**config.mk**
```make
export PLATFORM = sky130hd
export DESIGN_NAME = reuse_sel_sched
export DESIGN_NICKNAME = d
export VERILOG_FILES = /design/src/rtl/reuse_sched_pkg.sv /design/src/rtl/sel_step_counter.sv /design/src/rtl/reuse_sel_sched.sv
export SDC_FILE = /design/constraint.sdc
export NUM_CORES = 1
export LEC_CHECK = 0
export CAP_MARGIN = 40
export CORE_ASPECT_RATIO = 0.9
export CORE_MARGIN = 2
export CORE_UTILIZATION = 57
export CTS_BUF_LIST = sky130_fd_sc_hd__clkbuf_8 sky130_fd_sc_hd__clkbuf_16
export DETAILED_ROUTE_END_ITERATION = 8
export DONT_BUFFER_PORTS = 1
export PLACE_DENSITY = 0.79
export SLEW_MARGIN = 20
export SYNTH_ARGS = -nofsm -noshare
export SYNTH_HDL_FRONTEND = slang
export SYNTH_SLANG_ARGS = --single-unit
```
**constraint.sdc**
```tcl
create_clock -name clk -period 1.7 [get_ports clk]
set_input_delay 0.34 -clock clk [delete_from_list [all_inputs] [get_ports clk]]
set_output_delay 0.34 -clock clk [all_outputs]
set_load 0.005 [all_outputs]
```
**src/rtl/reuse_sched_pkg.sv**
```systemverilog
// Shared definitions for the select/row scheduler: state encoding and
// default width constants used by reuse_sel_sched and its counters.
package reuse_sched_pkg;

    // Default build widths; the top exposes these as overridable parameters.
    localparam int DEF_ADDR_WIDTH = 4;
    localparam int DEF_SEL_WIDTH  = 7;
    localparam int DEF_NUM_INPUTS = 81;

    // Scheduler states.
    typedef enum logic [1:0] {
        IDLE   = 2'd0,
        FETCH  = 2'd1,
        STREAM = 2'd2,
        DONE   = 2'd3
    } sched_state_t;

endpackage

```
**src/rtl/sel_step_counter.sv**
```systemverilog
// Loadable up-counter with a terminal-count flag.
// A load captures both the start value and the terminal value, so the
// terminal is frozen for the whole run. Stepping while at the terminal
// value wraps the count back to zero (used to restart the select at a row
// boundary). The visible count may be narrower than the internal one.
module sel_step_counter #(
    parameter int W     = 8,
    parameter int OUT_W = W
) (
    input  logic             clk,
    input  logic             rst_n,
    input  logic             load,
    input  logic [W-1:0]     first,
    input  logic [W-1:0]     last,
    input  logic             step,
    output logic [OUT_W-1:0] count,
    output logic             at_last
);

    logic [W-1:0] count_reg;
    logic [W-1:0] last_reg;

    // Count register: load wins over step; step at terminal wraps to zero.
    always_ff @(posedge clk or negedge rst_n) begin
        if (!rst_n) begin
            count_reg <= '0;
            last_reg  <= '0;
        end else if (load) begin
            count_reg <= first;
            last_reg  <= last;
        end else if (step) begin
            if (count_reg == last_reg) begin
                count_reg <= '0;
            end else begin
                count_reg <= count_reg + W'(1);
            end
        end
    end

    assign count   = count_reg[OUT_W-1:0];
    assign at_last = (count_reg == last_reg);

endmodule

```
**src/rtl/reuse_sel_sched.sv**
```systemverilog
// Row-fetch / select-walk scheduler for a synchronous-read buffer RAM
// feeding a wide select mux. Each row is fetched once (one bubble cycle),
// then every requested select is offered on a valid/ready handshake while
// the row address stays put.
// Optional start-parameter checking is enabled by defining
// SCHED_PARAM_CHECK_EN; without it o_err is tied low.
module reuse_sel_sched
    import reuse_sched_pkg::*;
#(
    parameter int ADDR_WIDTH = DEF_ADDR_WIDTH,
    parameter int SEL_WIDTH  = DEF_SEL_WIDTH,
    parameter int NUM_INPUTS = DEF_NUM_INPUTS
) (
    input  logic                  clk,
    input  logic                  i_rst_n,
    input  logic                  i_start,
    input  logic [ADDR_WIDTH-1:0] i_base_addr,
    input  logic [ADDR_WIDTH:0]   i_num_rows,
    input  logic [SEL_WIDTH:0]    i_num_sel,
    input  logic                  i_abort,
    input  logic                  i_ready,
    output logic [ADDR_WIDTH-1:0] o_ram_addr,
    output logic [SEL_WIDTH-1:0]  o_sel,
    output logic                  o_valid,
    output logic                  o_row_last,
    output logic                  o_last,
    output logic                  o_busy,
    output logic                  o_done,
    output logic                  o_err
);

    // The row counter runs one bit wider than the address and counts
    // absolute row addresses from base to base+rows-1; its low bits are the
    // RAM address, so wrap-around of the address falls out for free while
    // the terminal compare still sees the unwrapped value.
    localparam int SW = SEL_WIDTH + 1;
    localparam int AW = ADDR_WIDTH + 1;

    sched_state_t state_reg;
    sched_state_t state_next;

    logic          start_load;
    logic          sel_step;
    logic          row_step;
    logic          sel_at_last;
    logic          row_at_last;
    logic [SW-1:0] sel_last_in;
    logic [AW-1:0] row_first_in;
    logic [AW-1:0] row_last_in;

    assign sel_last_in  = i_num_sel - SW'(1);
    assign row_first_in = {1'b0, i_base_addr};
    assign row_last_in  = row_first_in + i_num_rows - AW'(1);

`ifdef SCHED_PARAM_CHECK_EN
    logic params_ok;
    logic err_next;
    logic err_reg;

    assign params_ok = (i_num_sel != '0) &&
                       (i_num_sel <= SW'(NUM_INPUTS)) &&
                       (i_num_rows != '0);
`endif

    // Select counter: restarts at zero on every row, terminal num_sel-1.
    sel_step_counter #(
        .W     (SW),
        .OUT_W (SEL_WIDTH)
    ) u_sel_cnt (
        .clk     (clk),
        .rst_n   (i_rst_n),
        .load    (start_load),
        .first   ('0),
        .last    (sel_last_in),
        .step    (sel_step),
        .count   (o_sel),
        .at_last (sel_at_last)
    );

    // Row counter: holds the current row address, terminal is the last row.
    sel_step_counter #(
        .W     (AW),
        .OUT_W (ADDR_WIDTH)
    ) u_row_cnt (
        .clk     (clk),
        .rst_n   (i_rst_n),
        .load    (start_load),
        .first   (row_first_in),
        .last    (row_last_in),
        .step    (row_step),
        .count   (o_ram_addr),
        .at_last (row_at_last)
    );

    // State register.
    always_ff @(posedge clk or negedge i_rst_n) begin
        if (!i_rst_n) begin
            state_reg <= IDLE;
        end else begin
            state_reg <= state_next;
        end
    end

    // Next-state and counter control; abort outranks a same-cycle handshake.
    always_comb begin
        state_next = state_reg;
        start_load = 1'b0;
        sel_step   = 1'b0;
        row_step   = 1'b0;
`ifdef SCHED_PARAM_CHECK_EN
        err_next   = 1'b0;
`endif
        case (state_reg)
            IDLE: begin
                if (i_start) begin
`ifdef SCHED_PARAM_CHECK_EN
                    if (params_ok) begin
                        start_load = 1'b1;
                        state_next = FETCH;
                    end else begin
                        err_next = 1'b1;
                    end
`else
                    start_load = 1'b1;
                    state_next = FETCH;
`endif
                end
            end
            FETCH: begin
                state_next = i_abort ? IDLE : STREAM;
            end
            STREAM: begin
                if (i_abort) begin
                    state_next = IDLE;
                end else if (i_ready) begin
                    sel_step = 1'b1;
                    if (sel_at_last) begin
                        if (row_at_last) begin
                            state_next = DONE;
                        end else begin
                            row_step   = 1'b1;
                            state_next = FETCH;
                        end
                    end
                end
            end
            DONE: begin
                state_next = IDLE;
            end
            default: begin
                state_next = IDLE;
            end
        endcase
    end

`ifdef SCHED_PARAM_CHECK_EN
    // Reject pulse, one cycle after the offending start.
    always_ff @(posedge clk or negedge i_rst_n) begin
        if (!i_rst_n) begin
            err_reg <= 1'b0;
        end else begin
            err_reg <= err_next;
        end
    end

    assign o_err = err_reg;
`else
    assign o_err = 1'b0;
`endif

    // Status and flags decode only from registered state, never from i_ready.
    assign o_valid    = (state_reg == STREAM);
    assign o_busy     = (state_reg != IDLE);
    assign o_done     = (state_reg == DONE);
    assign o_row_last = o_valid & sel_at_last;
    assign o_last     = o_row_last & row_at_last;

endmodule

```
==> impl_metrics.toml <==
[cts]
htreeDepth = 1
clock_latency_ns = 0.28
clockBufferDepth = 2
cts_tree = "yes"
cts.sinks = 28
cts_buffers = 3
cts-root-buf = "clkbuf_8"
path_clk_slew_ns = 0.10

[sta]
setup_viol = 13
hold_slack_ns = 0.1278
setup_ws_ns = -0.2943
max_freq_mhz = 501.4
rsz0062_at_grt = "true"
min_period_ns = 1.994
fin_setup_tns_ns = -1.687
fin_crit_sh_pct = 117.3
finalHoldViolCount = 0
clock_skew_ns = 0.008680
slew_viol_final = 0

[setup_path]
slowest_stage = "dfrtp_1"
critPathKind = "flop to output pin"
critPathLaunchType = "flop"
cp.required_ns = 1.36
worstPathArrival_ns = 1.65
endpoint_kind = "output pin"
slowest_delay_ns = 0.42
cp_max_fo = 2
worstPathCellList = "xor2_1 > nor4_2 > buf_4 > and3_4 > and2_4"

[yosys]
synth-warning-count = 0
synth_compound_area_share_pct = 12.91
synth_top_family_by_area = "simple AND/OR/NAND/NOR gates"
seq_area_frac_synth_pct = 37.86
synth_xor_area_share_pct = 10.41
syn-instance-count = 211
netlist_area_um2 = 1851
synth.distinct_cells = 37
synthArstFlopShare_pct = 100.0
ys.flop_type = "dfrtp_1"
ys_ff_latch = 28
synth_simple_gate_area_share_pct = 19.61
synth-edff-count = 0
syn_area_per_cell_um2 = 8.770
synthAdderAreaFrac_pct = 7.843
synth_fp_nets = 244
synthMuxAreaShare_pct = 1.149

[detailed_routing]
vias_per_cell = 5.685
wire_per_inst_um = 16.00
ant_nets = 0
drt_iter0_drc = 101
drt_pass1_iterations = 4
drc_errors = 0
wl_um = 4368
routed-via-count = 1552

[cells_and_area]
syn2layout_area_growth_pct = 14.74
final_util_pct = 69.24
fillers = 249
fin_cells = 273
nets = 265
antenna_cells = 0
layout-drive-gt1-share_pct = 19.05

[floorplanning]
io_pins = 39
core_area_um2 = 3067
initial_utilization_pct = 60.34
die_area_um2 = 3719
rows = 19
fp.dieW_um = 64.06
fp.dieH_um = 58.06

[status]
violations = "negative setup slack"
status = "finished with violations"

[worst_hold_path]
hold_path.class = "primary input to flop"

[grt]
grt_remaining_overflow = 0
track_usage_pct = 25.45
grt_pass1_vias = 1587
antenna_found_initial = 0
grt_pass1_wl_um = 7286
grt_max_degree = 29

[placement]
hpwl_um = 3391
gp_congestion = 0.9805
io_buffer_count = 0
numPlacedInstances = 265

[power]
irDropWorstVdd_v = 0.0005690
p_leak_nw = 1.027
cellPowerDensity_nw_per_um2 = 882.4

[job]
maxCapViolCount = 0
Yosys cell counts (all sizes together), types with 2 or more instances:
| cell | instances | area [µm²] |
|---|---|---|
| dfrtp | 28 | 700.7 |
| nand2 | 24 | 90.09 |
| inv | 20 | 75.07 |
| nor2 | 15 | 56.30 |
| o21ai | 15 | 75.07 |
| buf | 13 | 95.09 |
| xor2 | 12 | 105.1 |
| ha | 10 | 125.1 |
| nand3 | 10 | 50.05 |
| xnor2 | 10 | 87.58 |
| a21oi | 6 | 30.03 |
| nor3 | 5 | 25.02 |
| a22o | 4 | 35.03 |
| a31o | 4 | 35.04 |
| clkbuf | 4 | 15.01 |
| a31oi | 3 | 18.77 |
| and2 | 3 | 18.77 |
| and3 | 3 | 18.77 |
| nor4 | 3 | 31.28 |
| o31ai | 3 | 22.52 |
| or4 | 3 | 22.52 |
| nand3b | 2 | 15.01 |
path summary, 6_finish.rpt:
| path | startpoint | to | slack [ns] | cells past startpoint |
|---|---|---|---|---|
| setup / recovery | u_sel_cnt.count_reg[0] | o_last | -0.29 | 5 |
| hold / removal | i_abort | state_reg[1] | 0.13 | 1 |
| setup reg to reg | u_sel_cnt.count_reg[0] | u_row_cnt.count_reg[3] | -0.24 | 5 |
| hold reg to reg | u_row_cnt.last_reg[1] | u_row_cnt.last_reg[1] | 0.50 | 2 |
| max in group asynchronous | i_rst_n | u_row_cnt.count_reg[3] | 1.04 | 2 |
| min in group asynchronous | i_rst_n | u_sel_cnt.count_reg[2] | 0.50 | 2 |
cells in the final DEF, fill, tap and decap left out, types with 3 or more instances in the layout:
cell / count
buf_4: 31
dfrtp_1: 28
nand2_1: 24
inv_1: 20
nor2_1: 15
xor2_1: 12
o21ai_0: 12
xnor2_1: 10
nand3_1: 10
ha_1: 10
a21oi_1: 6
nor3_1: 5
a22o_1: 4
clkbuf_8: 4
a31o_1: 3
o21ai_1: 3
o31ai_1: 3
or4_1: 3
a31oi_1: 3
per-stage QoR:
stage	setup WS [ns]	power, mW	instance area [µm²]
after CTS	-0.2913	1.870	2108
final	-0.2943	1.874	2123
after detailed placement	-0.1860	1.440	2011
after global placement	-0.07605	1.396	2011
after floorplan	-0.08723	1.273	1857
after global routing	-0.4032	1.986	2123
power by group:
part	switching [mW]	internal (mW)	leakage [nW]	total, mW
combinational	0.315	0.274	0.645	0.589
clock	0.208	0.208	0.0288	0.415
sequential	0.0899	0.780	0.353	0.870
total	0.613	1.26	1.03	1.87
kinds of logic (layout without fill, tap and decap cells):
group / count (synthesis) / after routing
other: 1 / 1
adder cells (fa/ha/maj): 11 / 11
flip-flops: 28 / 28
AO/OA/AOI/OAI: 38 / 38
AND/OR/NAND/NOR: 72 / 72
multiplexers: 2 / 2
XOR/XNOR: 22 / 22
buffers and inverters: 37 / 57
area by class of cell:
class	instances	area, µm²	area share (%)
flip-flops and latches	28	700.7	33.00
multi-input cells	146	977.2	46.02
repair buffers	33	262.8	12.37
clock buffers	4	55.05	2.593
well taps	42	52.55	2.475
inverters	20	75.07	3.536
per-layer routing:
layer  up-vias  part of all wire (%)  GRT usage [%]
met4         0                   1.3          8.696
li1        743                     -              -
met3         6                   7.1          4.854
met2        59                    48          41.96
met5         -                     0              0
met1       744                    44          33.96
what timing repair did:
action / 4_1_cts / 5_1_grt
hold endpoints to repair: 28 / 0
cloned: 0 / 0
endpoints found under the setup margin: 13 / 16
setup buffers: 0 / 2
hold buffers: 2 / 0
resized for setup: 4 / 0
pin swaps: 2 / 2
worst max-delay path: cells and delay by family, from the launching register on:
kind	cells	cell delay (ns)
AND/OR/NAND/NOR	3	0.63
flip-flops	1	0.42
XOR/XNOR	1	0.18
buffers and inverters	1	0.16
No activity file was read; power rests on OpenSTA's default activity.
